## config.mk

```make
export PLATFORM = sky130hd
export DESIGN_NAME = mc_ctrl_flat
export DESIGN_NICKNAME = d
export VERILOG_FILES = /design/src/rtl/mc_pkg.sv /design/src/rtl/mc_ctrl_if.sv /design/src/rtl/mc_ctrl_retire_cnt.sv /design/src/rtl/mc_ctrl.sv /design/src/flat_wrapper.sv
export SDC_FILE = /design/constraint.sdc
export NUM_CORES = 1
export LEC_CHECK = 0
export BUFFER_PORTS_ARGS = -buffer_cell sky130_fd_sc_hd__buf_2
export CAP_MARGIN = 20
export CORE_UTILIZATION = 35
export DETAILED_ROUTE_END_ITERATION = 16
export PLACE_DENSITY = 0.67
export SYNTH_ARGS = -nofsm -noshare
export SYNTH_HDL_FRONTEND = slang
export SYNTH_SLANG_ARGS = --single-unit
```

## constraint.sdc

```tcl
create_clock -name clk -period 2.1 [get_ports clk]
set_clock_uncertainty 0.05 [all_clocks]
set_input_delay 0.315 -clock clk [delete_from_list [all_inputs] [get_ports clk]]
set_output_delay 0.315 -clock clk [all_outputs]
set_load 0.02 [all_outputs]
```

## src/rtl/mc_pkg.sv

```systemverilog
// Shared encodings for the multicycle sequencer: state, exception cause and PC source codes.
// Pure declarations; no timing or flow-control behaviour of its own.
package mc_pkg;

  typedef enum logic [2:0] {
    S_IDLE   = 3'd0,
    S_FETCH  = 3'd1,
    S_DECODE = 3'd2,
    S_EXEC   = 3'd3,
    S_MEM    = 3'd4,
    S_WB     = 3'd5,
    S_EXCP   = 3'd6
  } state_t;

  typedef enum logic [1:0] {
    C_NONE   = 2'b00,
    C_EXCP   = 2'b01,
    C_IRQ    = 2'b10,
    C_RWCONF = 2'b11
  } cause_t;

  localparam logic [1:0] PC_NEXT = 2'b00;
  localparam logic [1:0] PC_VEC  = 2'b01;

endpackage

```

## src/rtl/mc_ctrl_if.sv

```systemverilog
// Sequencer bundle: memory handshake, EX-stage status, latch/write strobes and debug state.
// Memory side holds off with mem_ack low; the sequencer keeps mem_req asserted until acked.
interface mc_ctrl_if;
  logic        mem_ack;
  logic        ex_read;
  logic        ex_write;
  logic        ex_excp;
  logic [4:0]  regaddr;
  logic        irq;
  logic        mem_req;
  logic        mem_we;
  logic        mem_is_fetch;
  logic        ir_we;
  logic        ab_we;
  logic        c_we;
  logic        mdr_we;
  logic        reg_we;
  logic        reg_src_mem;
  logic        pc_we;
  logic [1:0]  pc_src;
  logic        epc_we;
  logic [1:0]  cause;
  logic [2:0]  state;
  logic [31:0] instret;

  modport master (
    input  mem_ack, ex_read, ex_write, ex_excp, regaddr, irq,
    output mem_req, mem_we, mem_is_fetch, ir_we, ab_we, c_we, mdr_we,
           reg_we, reg_src_mem, pc_we, pc_src, epc_we, cause, state, instret
  );

  modport slave (
    output mem_ack, ex_read, ex_write, ex_excp, regaddr, irq,
    input  mem_req, mem_we, mem_is_fetch, ir_we, ab_we, c_we, mdr_we,
           reg_we, reg_src_mem, pc_we, pc_src, epc_we, cause, state, instret
  );
endinterface

```

## src/rtl/mc_ctrl_retire_cnt.sv

```systemverilog
// Retired-instruction counter, wraps modulo 2^32; updates on the edge where en is high.
// No backpressure: counts whenever enabled, async clear.
module retire_cnt (
  input  logic        clk,
  input  logic        rst,
  input  logic        en,
  output logic [31:0] cnt
);

  always_ff @(posedge clk or posedge rst) begin
    if (rst)
      cnt <= 32'd0;
    else if (en)
      cnt <= cnt + 32'd1;
  end

endmodule

```

## src/rtl/mc_ctrl.sv

```systemverilog
// Multicycle FETCH/DECODE/EXEC/MEM/WB sequencer; 4 cycles ALU/exception, 5 load/store, +1 interrupt.
// Stalls in FETCH or MEM while mem_ack is low, holding mem_req, address select and mem_we steady.
module mc_ctrl
  import mc_pkg::*;
(
  input  logic      clk,
  input  logic      rst,
  mc_ctrl_if.master bus
);

  state_t      state_q, state_nx;
  logic        is_ld, is_st;
  cause_t      cause_q, cause_nx;
  logic        cause_ld;
  logic        retire;
  logic [31:0] instret_cnt;

  always_ff @(posedge clk or posedge rst) begin
    if (rst) begin
      state_q <= S_IDLE;
      is_ld   <= 1'b0;
      is_st   <= 1'b0;
      cause_q <= C_NONE;
    end else begin
      state_q <= state_nx;
      if (state_q == S_EXEC) begin
        is_ld <= bus.ex_read;
        is_st <= bus.ex_write;
      end
      if (cause_ld)
        cause_q <= cause_nx;
    end
  end

  always_comb begin
    state_nx         = state_q;
    cause_nx         = cause_q;
    cause_ld         = 1'b0;
    retire           = 1'b0;
    bus.mem_req      = 1'b0;
    bus.mem_we       = 1'b0;
    bus.mem_is_fetch = 1'b0;
    bus.ir_we        = 1'b0;
    bus.ab_we        = 1'b0;
    bus.c_we         = 1'b0;
    bus.mdr_we       = 1'b0;
    bus.reg_we       = 1'b0;
    bus.reg_src_mem  = 1'b0;
    bus.pc_we        = 1'b0;
    bus.pc_src       = PC_NEXT;
    bus.epc_we       = 1'b0;

    unique case (state_q)
      S_IDLE: state_nx = S_FETCH;

      S_FETCH: begin
        bus.mem_req      = 1'b1;
        bus.mem_is_fetch = 1'b1;
        bus.ir_we        = bus.mem_ack;
        if (bus.mem_ack)
          state_nx = S_DECODE;
      end

      S_DECODE: begin
        bus.ab_we = 1'b1;
        state_nx  = S_EXEC;
      end

      S_EXEC: begin
        bus.c_we = 1'b1;
        if (bus.ex_excp) begin
          state_nx = S_EXCP;
          cause_nx = C_EXCP;
          cause_ld = 1'b1;
        end else if (bus.ex_read && bus.ex_write) begin
          state_nx = S_EXCP;
          cause_nx = C_RWCONF;
          cause_ld = 1'b1;
        end else if (bus.ex_read || bus.ex_write) begin
          state_nx = S_MEM;
        end else begin
          state_nx = S_WB;
        end
      end

      S_MEM: begin
        bus.mem_req = 1'b1;
        bus.mem_we  = is_st;
        bus.mdr_we  = bus.mem_ack & is_ld;
        if (bus.mem_ack)
          state_nx = S_WB;
      end

      S_WB: begin
        bus.reg_we      = (bus.regaddr != 5'd0) & ~is_st;
        bus.reg_src_mem = is_ld;
        bus.pc_we       = 1'b1;
        retire          = 1'b1;
        // irq is only looked at here, so an excepting instruction can never report it
        if (bus.irq) begin
          state_nx = S_EXCP;
          cause_nx = C_IRQ;
          cause_ld = 1'b1;
        end else begin
          state_nx = S_FETCH;
        end
      end

      S_EXCP: begin
        bus.epc_we = 1'b1;
        bus.pc_we  = 1'b1;
        bus.pc_src = PC_VEC;
        state_nx   = S_FETCH;
      end

      default: state_nx = S_IDLE;
    endcase
  end

  retire_cnt u_retire_cnt (
    .clk (clk),
    .rst (rst),
    .en  (retire),
    .cnt (instret_cnt)
  );

  assign bus.instret = instret_cnt;
  assign bus.cause   = cause_q;
  assign bus.state   = state_q;

endmodule

```

## src/flat_wrapper.sv

```systemverilog
// flat-port wrapper written by rule: the top's interface ports become plain ports
module mc_ctrl_flat import mc_pkg::*;
  (clk, rst, bus_mem_ack, bus_ex_read, bus_ex_write, bus_ex_excp, bus_regaddr, bus_irq, bus_mem_req, bus_mem_we, bus_mem_is_fetch, bus_ir_we, bus_ab_we, bus_c_we, bus_mdr_we, bus_reg_we, bus_reg_src_mem, bus_pc_we, bus_pc_src, bus_epc_we, bus_cause, bus_state, bus_instret);
  mc_ctrl_if bus_i ();
  input  logic clk;
  input  logic rst;
  input wire logic [$bits(bus_i.mem_ack)-1:0] bus_mem_ack;
  input wire logic [$bits(bus_i.ex_read)-1:0] bus_ex_read;
  input wire logic [$bits(bus_i.ex_write)-1:0] bus_ex_write;
  input wire logic [$bits(bus_i.ex_excp)-1:0] bus_ex_excp;
  input wire logic [$bits(bus_i.regaddr)-1:0] bus_regaddr;
  input wire logic [$bits(bus_i.irq)-1:0] bus_irq;
  output wire logic [$bits(bus_i.mem_req)-1:0] bus_mem_req;
  output wire logic [$bits(bus_i.mem_we)-1:0] bus_mem_we;
  output wire logic [$bits(bus_i.mem_is_fetch)-1:0] bus_mem_is_fetch;
  output wire logic [$bits(bus_i.ir_we)-1:0] bus_ir_we;
  output wire logic [$bits(bus_i.ab_we)-1:0] bus_ab_we;
  output wire logic [$bits(bus_i.c_we)-1:0] bus_c_we;
  output wire logic [$bits(bus_i.mdr_we)-1:0] bus_mdr_we;
  output wire logic [$bits(bus_i.reg_we)-1:0] bus_reg_we;
  output wire logic [$bits(bus_i.reg_src_mem)-1:0] bus_reg_src_mem;
  output wire logic [$bits(bus_i.pc_we)-1:0] bus_pc_we;
  output wire logic [$bits(bus_i.pc_src)-1:0] bus_pc_src;
  output wire logic [$bits(bus_i.epc_we)-1:0] bus_epc_we;
  output wire logic [$bits(bus_i.cause)-1:0] bus_cause;
  output wire logic [$bits(bus_i.state)-1:0] bus_state;
  output wire logic [$bits(bus_i.instret)-1:0] bus_instret;
  assign bus_i.mem_ack = bus_mem_ack;
  assign bus_i.ex_read = bus_ex_read;
  assign bus_i.ex_write = bus_ex_write;
  assign bus_i.ex_excp = bus_ex_excp;
  assign bus_i.regaddr = bus_regaddr;
  assign bus_i.irq = bus_irq;
  assign bus_mem_req = bus_i.mem_req;
  assign bus_mem_we = bus_i.mem_we;
  assign bus_mem_is_fetch = bus_i.mem_is_fetch;
  assign bus_ir_we = bus_i.ir_we;
  assign bus_ab_we = bus_i.ab_we;
  assign bus_c_we = bus_i.c_we;
  assign bus_mdr_we = bus_i.mdr_we;
  assign bus_reg_we = bus_i.reg_we;
  assign bus_reg_src_mem = bus_i.reg_src_mem;
  assign bus_pc_we = bus_i.pc_we;
  assign bus_pc_src = bus_i.pc_src;
  assign bus_epc_we = bus_i.epc_we;
  assign bus_cause = bus_i.cause;
  assign bus_state = bus_i.state;
  assign bus_instret = bus_i.instret;
  mc_ctrl u_core (.clk(clk), .rst(rst), .bus(bus_i));
endmodule
```

After elaboration in Yosys (flattened, before gate mapping) --
Cells that the tools add are included.
Word-level totals: register bits 39, input bits 12, output and inout port bits 50, word-level logic and storage cells 57
Operators by class: add/subtract/negate cells 1, equal/unequal tests 10, mux-type cells 28, bitwise logic cells 3, reduce and logical (&&, ||, !) cells 10
Operators with widths (number):
- adder 32 x 1 -> 32 bit, second input constant | 1
- one-hot mux 3 bit (6 select lines) | 1
- 2-to-1 mux 1 bit | 17
- 2-to-1 mux 3 bit | 5
- equality test 3 bit, second input constant | 3
- equality test 3 x 2 -> 1 bit, second input constant | 2
- 2-to-1 mux 2 bit | 3
- != test 2 bit, second input constant | 3
- OR reduction 2 bit | 3
- nonzero test 5 bit | 1
- one-hot mux 2 bit (2 select lines) | 1
- AND reduction 4 bit | 1
- equality test 3 x 1 -> 1 bit, second input constant | 1
- logical NOT 3 bit | 1
- != test 3 bit, second input constant | 1
- bitwise AND 1 bit | 2
- one-hot mux 1 bit (2 select lines) | 1
- AND reduction 2 bit | 1
- nonzero test 2 bit | 1
- logical AND 1 bit | 1
- logical OR 1 bit | 1
- NOT 1 bit | 1

Logic depth before layout (Yosys ltp) --
Gate-level depths: netlist (run 1).
word-level depth 5, depth in mapped cells 6, gate-level depth less buffers 5

Hierarchy --
A second synthesis (run 1) with hierarchy kept.
Second synthesis, totals: cell total of the unflattened synthesis 177, area total of the unflattened synthesis 1953.1 µm²
By module, submodules not included:
- retire_cnt | instances 1, cells an instance 126, area an instance 1510.2 µm², seq. area each 800.8 µm²
- mc_ctrl | instances 1, cells an instance 51, area an instance 442.9 µm², seq. area each 175.2 µm²

Least setup slack after synthesis (run 1) --
Ideal clock, no wire load.
path kind register to output, start point register u_core.state_q[0], in the netlist u_core.bus.state[0], end point output port bus_ir_we, arrival 1.631 ns, data required time 1.735 ns, path slack 0.104 ns, cell stages (with the launch flop) 5, path buffers 1, cells stage by stage dfrtp_1 -> buf_2 -> inv_1 -> nor3_1 -> and2_1
On the way: word-level cells in the longest chain between the ends 2
RTL lines:
- start: declaration | line mc_ctrl.sv:11 | state_t state_q, state_nx;
- start signal: assignment | line mc_ctrl.sv:25 | state_q <= state_nx;
- equality test 3 x 1 -> 1 bit | line mc_ctrl.sv:53 | unique case (state_q)
- 2-to-1 mux 1 bit | line mc_ctrl.sv:53
- end: declaration | line flat_wrapper.sv:16 | output wire logic [$bits(bus_i.ir_we)-1:0] bus_ir_we;
No other way between the ends.

Worst setup path after layout (run 1) --
start point register u_core.state_q[1], in the netlist u_core.bus.state[1], end point output port bus_reg_src_mem
On the way: word-level cells in the longest chain between the ends 2
RTL lines:
- equality test 3 bit | line mc_ctrl.sv:53
- 2-to-1 mux 1 bit | line mc_ctrl.sv:53
- end: declaration | line flat_wrapper.sv:21 | output wire logic [$bits(bus_i.reg_src_mem)-1:0] bus_reg_src_mem;
No other way between the ends.

==> flow_metrics.env, run 1 <==
export IMPL_grt_pass1_vias=1624
export IMPL_r2r_slack_ps=190
export IMPL_synth_area_leaders="dfrtp_1, xnor2_1, nand3_1, nand4_1, nand2_1"
export IMPL_yosysTopAreaCell="dfrtp_1"
export IMPL_critPathKind="flop to primary output"
export IMPL_cp_slowest_stage_delay_ps=500
export IMPL_area_growth_pct=25.0
export IMPL_intPower_mw=1.50
export IMPL_tritoncts="built"
export IMPL_drv_cap=0
export IMPL_fp_row_count=26
export IMPL_n_antenna_cell=0
export IMPL_numCtsBuffers=5
export IMPL_cts_root_buf="clkbuf_8"
export IMPL_synth_nets=203
export IMPL_final_period_utilization=0.935
export IMPL_power_frac_seq=0.430
export IMPL_grt_pass1_wl_um=7730
export IMPL_antenna_found_initial=0
export IMPL_dp_cells=316
export IMPL_final_cell_area_um2=2460
export IMPL_peakVddDrop_mv=0.449
export IMPL_grt_setup_unrepaired="false"
export IMPL_initial_core_util=0.374
export IMPL_tightest_slew_ps=565
export IMPL_fmax_mhz=509
export IMPL_post_cts_repair_setup_buffers=0
export IMPL_power_density_nw_per_um2=951
export IMPL_final_fill_count=527
export IMPL_gp_congestion=0.838
export IMPL_finalSetupViolations=0
export IMPL_instances_no_fill=325
export IMPL_nets=267
export IMPL_avgViaCountPerCell=4.94
export IMPL_fp_dieArea_um2=5940
export IMPL_fin_tns_setup_ps=0
export IMPL_synth_top_cell_area_share=0.495
export IMPL_grt_use_total=0.167
export IMPL_startpoint="u_core.bus.state[1]"
export IMPL_regToRegStartpoint="u_core.u_retire_cnt.cnt[0]"
export IMPL_start_kind="flop"
export IMPL_power_frac_comb=0.298
export IMPL_clk_latency_ps=290
export IMPL_coreArea_um2=5270
export IMPL_switching_share=0.360
export IMPL_regArea_um2=976
export IMPL_place_area_um2=2340
export IMPL_arrival_ps=1600
export IMPL_synthDistinctLibCells=35
export IMPL_relSlewSlack=0.620
export IMPL_finish_utilization=0.468
export IMPL_ios=62
export IMPL_cts_clk_slew_worst_paths_ps=70
export IMPL_numPortBuffers=60
export IMPL_timing_final_max_slew_violations=0
export IMPL_hold_viol_final=0
export IMPL_wirelength_um=4400
export IMPL_crit_fanout=12
export IMPL_ys_ff_latch=39
export IMPL_synth_area_um2=1970
export IMPL_whs_path_depth=2
export IMPL_finalCriticalPeriod_ps=1960
export IMPL_synth_cells=190
export IMPL_drc=0
export IMPL_status="finished, final reports clean"
export IMPL_dr_pass1_iters=4
export IMPL_syn_area_per_cell_um2=10.4
export IMPL_regToRegEndpoint="u_core.u_retire_cnt.cnt[12]"
export IMPL_drive_gt1_frac=0.318
export IMPL_antenna_left=0
export IMPL_wl_per_cell_um=13.5
export IMPL_hold_class="input port to flop"
export IMPL_grt_max_degree=16
export IMPL_cp_endpoint="bus_reg_src_mem"
export IMPL_switchingPower_mw=0.843
export IMPL_via_count=1606
export IMPL_htreeDepth=2
export IMPL_path_cells="inv_1 -> and3_1 -> and2_1 -> buf_2"
export IMPL_worstPathRequired_ps=1740
export IMPL_yosys_warnings=0
export IMPL_cpMaxStageDelayCell="dfrtp_1"
export IMPL_power_frac_clock=0.272
export IMPL_place_detailed_hpwl_um=3460
export IMPL_crit_path_end_kind="primary output"
export IMPL_die_height_um=77.1
export IMPL_die_w_um=77.1
export IMPL_power_leakage_nw=1.22
export IMPL_cts_buffer_depth=2
export IMPL_overflow=0
export IMPL_multiInputGateArea_um2=925
export IMPL_seq_area_frac_synth=0.495
export IMPL_rr_worst_depth=5
export IMPL_cts_sinks=39
export IMPL_drt_iter0_markers=85
[critical path: cells and delay by family (launching register included)]
kind,cells,cell delay (ps)
and+or+nand+nor,2,470
DFF,1,500
buffers and inverters,2,340
[synth_stat cells]
cell / instances
and2_1: 2
conb_1: 1
nand3b_4: 1
buf_6: 1
nand3b_1: 1
xor2_1: 3
a31o_2: 1
dfrtp_1: 39
a21oi_1: 4
buf_4: 2
a211oi_1: 2
nor4_1: 3
nand4_4: 1
o21ai_0: 4
nor4_4: 2
nand3_1: 15
ha_1: 1
clkbuf_1: 1
nor2_1: 9
nand3_2: 1
nor3_1: 11
or3b_1: 1
nor4_2: 1
nand4b_1: 1
inv_1: 7
a21o_1: 1
buf_2: 3
nor3b_1: 1
mux2_2: 3
xnor2_1: 28
o211ai_1: 1
nand2b_1: 2
and3_1: 5
nand2_1: 19
nand4_1: 12
[flip-flops by register name, indices dropped and copies added, names as in the netlist]
| name | flops |
|---|---|
| u_core.u_retire_cnt.cnt | 32 |
| u_core.is_ld | 1 |
| u_core.is_st | 1 |
| u_core.bus.state | 3 |
| u_core.bus.cause | 2 |
[power groups by stage]
stage,clock network [mW],logic [mW],registers (mW)
after floorplan,0,0.488,1.03
after detailed placement,0,0.707,1.02
final,0.638,0.699,1.01
after global placement,0,0.706,1.01
after CTS,0.652,0.710,1.00
after global routing,0.689,0.760,1.03
[stage by stage]
step | worst slack (ps) | hold slack, ps | total power [mW]
after global routing | 17.2 | 186 | 2.48
after global placement | 316 | 285 | 1.72
after floorplan | 104 | 352 | 1.52
after detailed placement | 221 | 298 | 1.73
after CTS | 138 | 186 | 2.37
final | 136 | 191 | 2.34
[worst min path at each step]
stage	from	endpoint	slack, ps
floorplan	bus_ex_excp	u_core.bus.cause[1]	350
global placement	rst	u_core.u_retire_cnt.cnt[20]	290
detailed placement	rst	u_core.u_retire_cnt.cnt[21]	300
CTS	bus_ex_excp	u_core.bus.cause[1]	190
global route	bus_ex_excp	u_core.bus.cause[1]	190
finish	bus_ex_excp	u_core.bus.cause[1]	190
[layout by cell type, fill, tap and decap left out]
cell,n
a211oi_1,2
a21o_1,1
a21oi_1,4
a31o_2,1
and2_1,2
and3_1,5
buf_2,60
buf_4,3
bufinv_16,1
clkbuf_8,6
clkinv_2,1
conb_1,1
dfrtp_1,39
dlygate4sd3_1,1
ha_1,1
inv_1,7
mux2_2,3
nand2_1,19
nand2b_1,2
nand3_1,15
nand3_2,1
nand3b_1,1
nand3b_4,1
nand4_1,12
nand4_4,1
nand4b_1,1
nor2_1,9
nor3_1,11
nor3b_1,1
nor4_1,3
nor4_2,1
nor4_4,2
o211ai_1,1
o21ai_0,4
or3b_1,1
xnor2_1,28
xor2_1,3
[timing repair]
action | CTS | global route
endpoints found under the hold margin | 10 | 0
hold buffers | 1 | 0
resized for setup | 0 | 0
[final cells by class]
| cell class | instances | area share |
|---|---|---|
| Sequential cell | 39 | 0.396 |
| Multi-Input combinational cell | 137 | 0.375 |
| Timing Repair Buffer | 64 | 0.135 |
| Tap cell | 70 | 0.0355 |
| Clock buffer | 6 | 0.0335 |
| Clock inverter | 2 | 0.0142 |
| Inverter | 7 | 0.0107 |
[layer usage]
metal | up-vias | part of all wire | GRT usage
li1 | 787 | - | -
met1 | 765 | 0.47 | 0.215
met2 | 44 | 0.46 | 0.248
met3 | 10 | 0.046 | 0.0548
met4 | 0 | 0.027 | 0.0906
met5 | - | 0 | 0
[cells by family after synthesis]
family,Yosys count,synth area share
multiplexers,3,0.0171
flip-flops,39,0.495
adder cells (fa/ha/maj),1,0.00634
AND/OR/NAND/NOR,88,0.266
buffers and inverters,14,0.0362
AO/OA/AOI/OAI,13,0.0400
other,1,0.00190
XOR/XNOR,31,0.138
Power figures use the tool's default switching activity.
==> run 2: changes to the inputs <==
--- a/config.mk
+++ b/config.mk
@@ -8,6 +8,7 @@
 export BUFFER_PORTS_ARGS = -buffer_cell sky130_fd_sc_hd__buf_2
 export CAP_MARGIN = 20
 export CORE_UTILIZATION = 35
+export CTS_BUF_LIST = sky130_fd_sc_hd__clkbuf_16
 export DETAILED_ROUTE_END_ITERATION = 16
 export PLACE_DENSITY = 0.67
 export SYNTH_ARGS = -nofsm -noshare
==> flow_metrics.env, run 2 (synthesis gave the netlist of run 1 again) <==
export IMPL_status="finished, violations left"
export IMPL_violations="hold timing"
export IMPL_wl_per_cell_um=13.7
export IMPL_die_height_um=77.1
export IMPL_antenna_found_initial=0
export IMPL_regToRegEndpoint="u_core.u_retire_cnt.cnt[12]"
export IMPL_worstPathRequired_ps=1740
export IMPL_post_cts_repair_setup_buffers=0
export IMPL_hold_viol_final=10
export IMPL_cts_root_buf="clkbuf_16"
export IMPL_htreeDepth=2
export IMPL_grt_max_degree=16
export IMPL_hold_class="input port to async pin"
export IMPL_crit_fanout=12
export IMPL_dr_pass1_iters=5
export IMPL_die_w_um=77.1
export IMPL_relSlewSlack=0.639
export IMPL_peakVddDrop_mv=0.449
export IMPL_grt_use_total=0.166
export IMPL_final_fill_count=514
export IMPL_initial_core_util=0.374
export IMPL_grt_pass1_vias=1639
export IMPL_largest_reg_flops=32
export IMPL_overflow=0
export IMPL_path_cells="inv_1 -> and3_1 -> and2_1 -> buf_2"
export IMPL_fmax_mhz=513
export IMPL_fp_dieArea_um2=5940
export IMPL_ctsHoldBuffers=0
export IMPL_cts_buffer_depth=2
export IMPL_ios=62
export IMPL_power_leakage_nw=1.24
export IMPL_fin_tns_setup_ps=0
export IMPL_clk_latency_ps=280
export IMPL_cpMaxStageDelayCell="dfrtp_1"
export IMPL_timing_final_max_slew_violations=0
export IMPL_coreArea_um2=5270
export IMPL_antenna_left=0
export IMPL_arrival_ps=1590
export IMPL_place_area_um2=2340
export IMPL_area_growth_pct=26.8
export IMPL_holdWs_ps=-20.1
export IMPL_rr_worst_depth=5
export IMPL_tightest_slew_ps=536
export IMPL_cts_sinks=39
export IMPL_crit_path_end_kind="primary output"
export IMPL_power_density_nw_per_um2=1010
export IMPL_grt_setup_unrepaired="false"
export IMPL_drv_cap=0
export IMPL_regArea_um2=976
export IMPL_numPortBuffers=60
export IMPL_via_count=1595
export IMPL_avgViaCountPerCell=4.92
export IMPL_finalCriticalPeriod_ps=1950
export IMPL_cp_slowest_stage_delay_ps=540
export IMPL_multiInputGateArea_um2=925
export IMPL_nets=266
export IMPL_fp_row_count=26
export IMPL_drive_gt1_frac=0.315
export IMPL_numCtsBuffers=5
export IMPL_gp_congestion=0.838
export IMPL_cts_clk_slew_worst_paths_ps=60
export IMPL_drc=0
export IMPL_final_cell_area_um2=2500
export IMPL_drt_iter0_markers=89
export IMPL_n_antenna_cell=0
export IMPL_final_period_utilization=0.929
export IMPL_start_kind="flop"
export IMPL_tritoncts="built"
export IMPL_place_detailed_hpwl_um=3460
export IMPL_wirelength_um=4440
export IMPL_final_common_cell="buf_2"
export IMPL_finalSetupViolations=0
export IMPL_r2r_slack_ps=190
export IMPL_regMostFlops="u_core.u_retire_cnt.cnt"
export IMPL_regToRegStartpoint="u_core.u_retire_cnt.cnt[0]"
export IMPL_critPathKind="flop to primary output"
export IMPL_grt_pass1_wl_um=7780
export IMPL_ctsResizeCount=0
export IMPL_layout_common_cells="buf_2, dfrtp_1, xnor2_1"
==> run 2: cell types whose count changed in the layout (fill, tap and decap cells not counted) <==
cell / previous run / this run
clkinv_1: 0 / 1
dlygate4sd3_1: 1 / 0
clkbuf_16: 0 / 5
clkbuf_8: 6 / 0
==> run 2: worst max-delay path by stage <==
stage | start | end | cells past startpoint
6_report | u_core.bus.state[1] | bus_reg_src_mem | 4
5_1_grt | u_core.u_retire_cnt.cnt[0] | u_core.u_retire_cnt.cnt[12] | 5
3_5_place_dp | u_core.u_retire_cnt.cnt[0] | u_core.u_retire_cnt.cnt[12] | 5
3_3_place_gp | u_core.bus.state[1] | u_core.u_retire_cnt.cnt[31] | 4
2_1_floorplan | u_core.bus.state[0] | bus_ir_we | 4
4_1_cts | u_core.bus.state[1] | bus_reg_src_mem | 4
==> run 2: metrics by stage <==
step	hold slack (ps)	cells	power [mW]	setup slack, ps	utilization
finish	-20.1	324	2.53	149	0.475
global route	13.6	324	2.67	40.0	0.475
CTS	1.91	324	2.56	157	0.475
detailed placement	298	316	1.73	221	0.443
global placement	285	316	1.72	316	0.443
floorplan	352	190	1.52	104	-
==> run 2: critical path, delay by kind of cell, from the launching register on <==
| kind | cells | cell delay [ps] |
|---|---|---|
| buffers and inverters | 2 | 310 |
| and+or+nand+nor | 2 | 460 |
| DFF | 1 | 540 |
==> run 2: cell type report <==
| class | count | area share |
|---|---|---|
| Sequential cell | 39 | 0.390 |
| Multi-Input combinational cell | 137 | 0.370 |
| Timing Repair Buffer | 63 | 0.129 |
| Clock buffer | 5 | 0.0500 |
| Tap cell | 70 | 0.0350 |
| Clock inverter | 3 | 0.0155 |
| Inverter | 7 | 0.0105 |
==> run 2: per-layer routing <==
layer | track usage | vias to the layer above | part of all wire
met1 | 0.214 | 746 | 0.46
li1 | - | 790 | -
met2 | 0.261 | 53 | 0.47
met3 | 0.0440 | 6 | 0.051
met4 | 0.0717 | 0 | 0.016
met5 | 0 | - | 0
==> run 2: where the power goes <==
part	internal, mW	leakage [nW]	switching [mW]
Sequential	0.848	0.524	0.161
Clock	0.553	0.0812	0.274
Combinational	0.268	0.635	0.429
Total	1.67	1.24	0.865
==> run 3: changes to the inputs <==
--- a/config.mk
+++ b/config.mk
@@ -10,7 +10,7 @@
 export CORE_UTILIZATION = 35
 export CTS_BUF_LIST = sky130_fd_sc_hd__clkbuf_16
 export DETAILED_ROUTE_END_ITERATION = 16
-export PLACE_DENSITY = 0.67
+export PLACE_DENSITY = 0.64
 export SYNTH_ARGS = -nofsm -noshare
 export SYNTH_HDL_FRONTEND = slang
 export SYNTH_SLANG_ARGS = --single-unit
==> flow_metrics.env, run 3 (synthesis gave the netlist of run 1 again) <==
export IMPL_status="finished, final reports clean"
export IMPL_hold_class="input port to async pin"
export IMPL_multiInputGateArea_um2=925
export IMPL_power_frac_clock=0.292
export IMPL_tritoncts="built"
export IMPL_power_frac_comb=0.288
export IMPL_cp_slowest_stage_delay_ps=540
export IMPL_cts_sinks=39
export IMPL_critPathKind="flop to primary output"
export IMPL_fmax_mhz=511
export IMPL_regArea_um2=976
export IMPL_final_common_cell="buf_2"
export IMPL_r2r_slack_ps=220
export IMPL_post_cts_repair_setup_buffers=0
export IMPL_timing_final_max_slew_violations=0
export IMPL_drt_iter0_markers=62
export IMPL_crit_path_end_kind="primary output"
export IMPL_regMostFlops="u_core.u_retire_cnt.cnt"
export IMPL_ios=62
export IMPL_numCtsBuffers=5
export IMPL_power_leakage_nw=1.23
export IMPL_fp_row_count=26
export IMPL_avgViaCountPerCell=4.98
export IMPL_ctsHoldBuffers=0
export IMPL_arrival_ps=1590
export IMPL_cts_buffer_depth=2
export IMPL_htreeDepth=2
export IMPL_switching_share=0.357
export IMPL_intPower_mw=1.54
export IMPL_place_detailed_hpwl_um=3130
export IMPL_gp_congestion=0.846
export IMPL_clk_latency_ps=280
export IMPL_grt_max_degree=40
export IMPL_cts_clk_slew_worst_paths_ps=50
export IMPL_cpMaxStageDelayCell="dfrtp_1"
export IMPL_nets=266
export IMPL_final_fill_count=528
export IMPL_die_w_um=77.1
export IMPL_initial_core_util=0.374
export IMPL_dr_pass1_iters=4
export IMPL_fp_dieArea_um2=5940
export IMPL_path_cells="inv_1 -> and3_1 -> and2_1 -> buf_2"
export IMPL_grt_setup_unrepaired="false"
export IMPL_crit_fanout=12
export IMPL_drive_gt1_frac=0.307
export IMPL_cts_root_buf="clkbuf_16"
export IMPL_power_density_nw_per_um2=969
export IMPL_layout_common_cells="buf_2, dfrtp_1, xnor2_1"
export IMPL_ctsResizeCount=0
export IMPL_regToRegStartpoint="u_core.u_retire_cnt.cnt[1]"
export IMPL_wl_per_cell_um=12.9
export IMPL_worstPathRequired_ps=1740
export IMPL_die_height_um=77.1
export IMPL_grt_pass1_wl_um=7090
export IMPL_switchingPower_mw=0.856
export IMPL_n_antenna_cell=0
export IMPL_rr_worst_depth=5
export IMPL_via_count=1615
export IMPL_fin_tns_setup_ps=0
export IMPL_regToRegEndpoint="u_core.u_retire_cnt.cnt[12]"
export IMPL_numPortBuffers=60
export IMPL_finalCriticalPeriod_ps=1960
export IMPL_relSlewSlack=0.654
export IMPL_drv_cap=0
export IMPL_final_period_utilization=0.932
export IMPL_grt_pass1_vias=1479
export IMPL_hold_viol_final=0
export IMPL_antenna_left=0
export IMPL_finalSetupViolations=0
export IMPL_antenna_found_initial=0
export IMPL_drc=0
export IMPL_overflow=0
export IMPL_area_growth_pct=25.4
export IMPL_peakVddDrop_mv=0.608
export IMPL_largest_reg_flops=32
export IMPL_grt_use_total=0.152
export IMPL_wirelength_um=4180
export IMPL_start_kind="flop"
export IMPL_coreArea_um2=5270
export IMPL_power_total_mw=2.40
export IMPL_tightest_slew_ps=514
export IMPL_power_frac_seq=0.420
==> run 3: cell count changes in the layout (fill, tap and decap cells not counted) <==
cell       previous run  this run
bufinv_16             1         0
clkinv_1              1         2
clkinv_2              1         0
inv_1                 7         8
==> run 3: how the worst max path moves through the flow <==
stage / to / startpoint
2_1_floorplan: bus_ir_we / u_core.bus.state[0]
3_3_place_gp: u_core.u_retire_cnt.cnt[12] / u_core.bus.state[1]
3_5_place_dp: u_core.u_retire_cnt.cnt[12] / u_core.u_retire_cnt.cnt[0]
4_1_cts: bus_reg_src_mem / u_core.bus.state[1]
5_1_grt: bus_ir_we / u_core.bus.state[0]
6_report: bus_reg_src_mem / u_core.bus.state[1]
==> run 3: worst max-delay path, delay by kind of cell (launching register included) <==
family,cells,cell delay (ps)
flip-flops,1,540
AND/OR/NAND/NOR,2,460
buffers and inverters,2,310
==> run 3: layer usage <==
layer	up-vias	part of all wire	global-route usage
li1	790	-	-
met1	774	0.47	0.202
met2	43	0.47	0.236
met3	8	0.044	0.0333
met4	0	0.017	0.0679
met5	-	0	0
==> run 3: cell type report <==
cell class | count | area share
clock inverter | 3 | 0.00455
sequential | 39 | 0.395
inverter | 7 | 0.0106
tap | 70 | 0.0354
timing repair buffer | 63 | 0.131
multi-input combinational | 137 | 0.374
clock buffer | 5 | 0.0506
==> run 3: metrics by stage <==
| step | instance area, um2 | util | setup WS [ps] | cells | hold slack [ps] |
|---|---|---|---|---|---|
| 2_1_floorplan | 1970 | - | 104 | 190 | 352 |
| 3_3_place_gp | 2340 | 0.443 | 337 | 316 | 408 |
| 3_5_place_dp | 2340 | 0.443 | 247 | 316 | 410 |
| 4_1_cts | 2470 | 0.469 | 124 | 324 | 119 |
| 5_1_grt | 2470 | 0.469 | 14.2 | 324 | 175 |
| 6_report | 2470 | 0.469 | 143 | 324 | 92.1 |
==> run 3: power by group through the flow <==
stage               Sequential (mW)  Clock (mW)  Combinational [mW]
finish                         1.01       0.700               0.691
CTS                            1.01       0.721               0.700
floorplan                      1.03           0               0.488
global placement               1.01           0               0.705
detailed placement             1.02           0               0.696
global route                   1.03       0.756               0.758
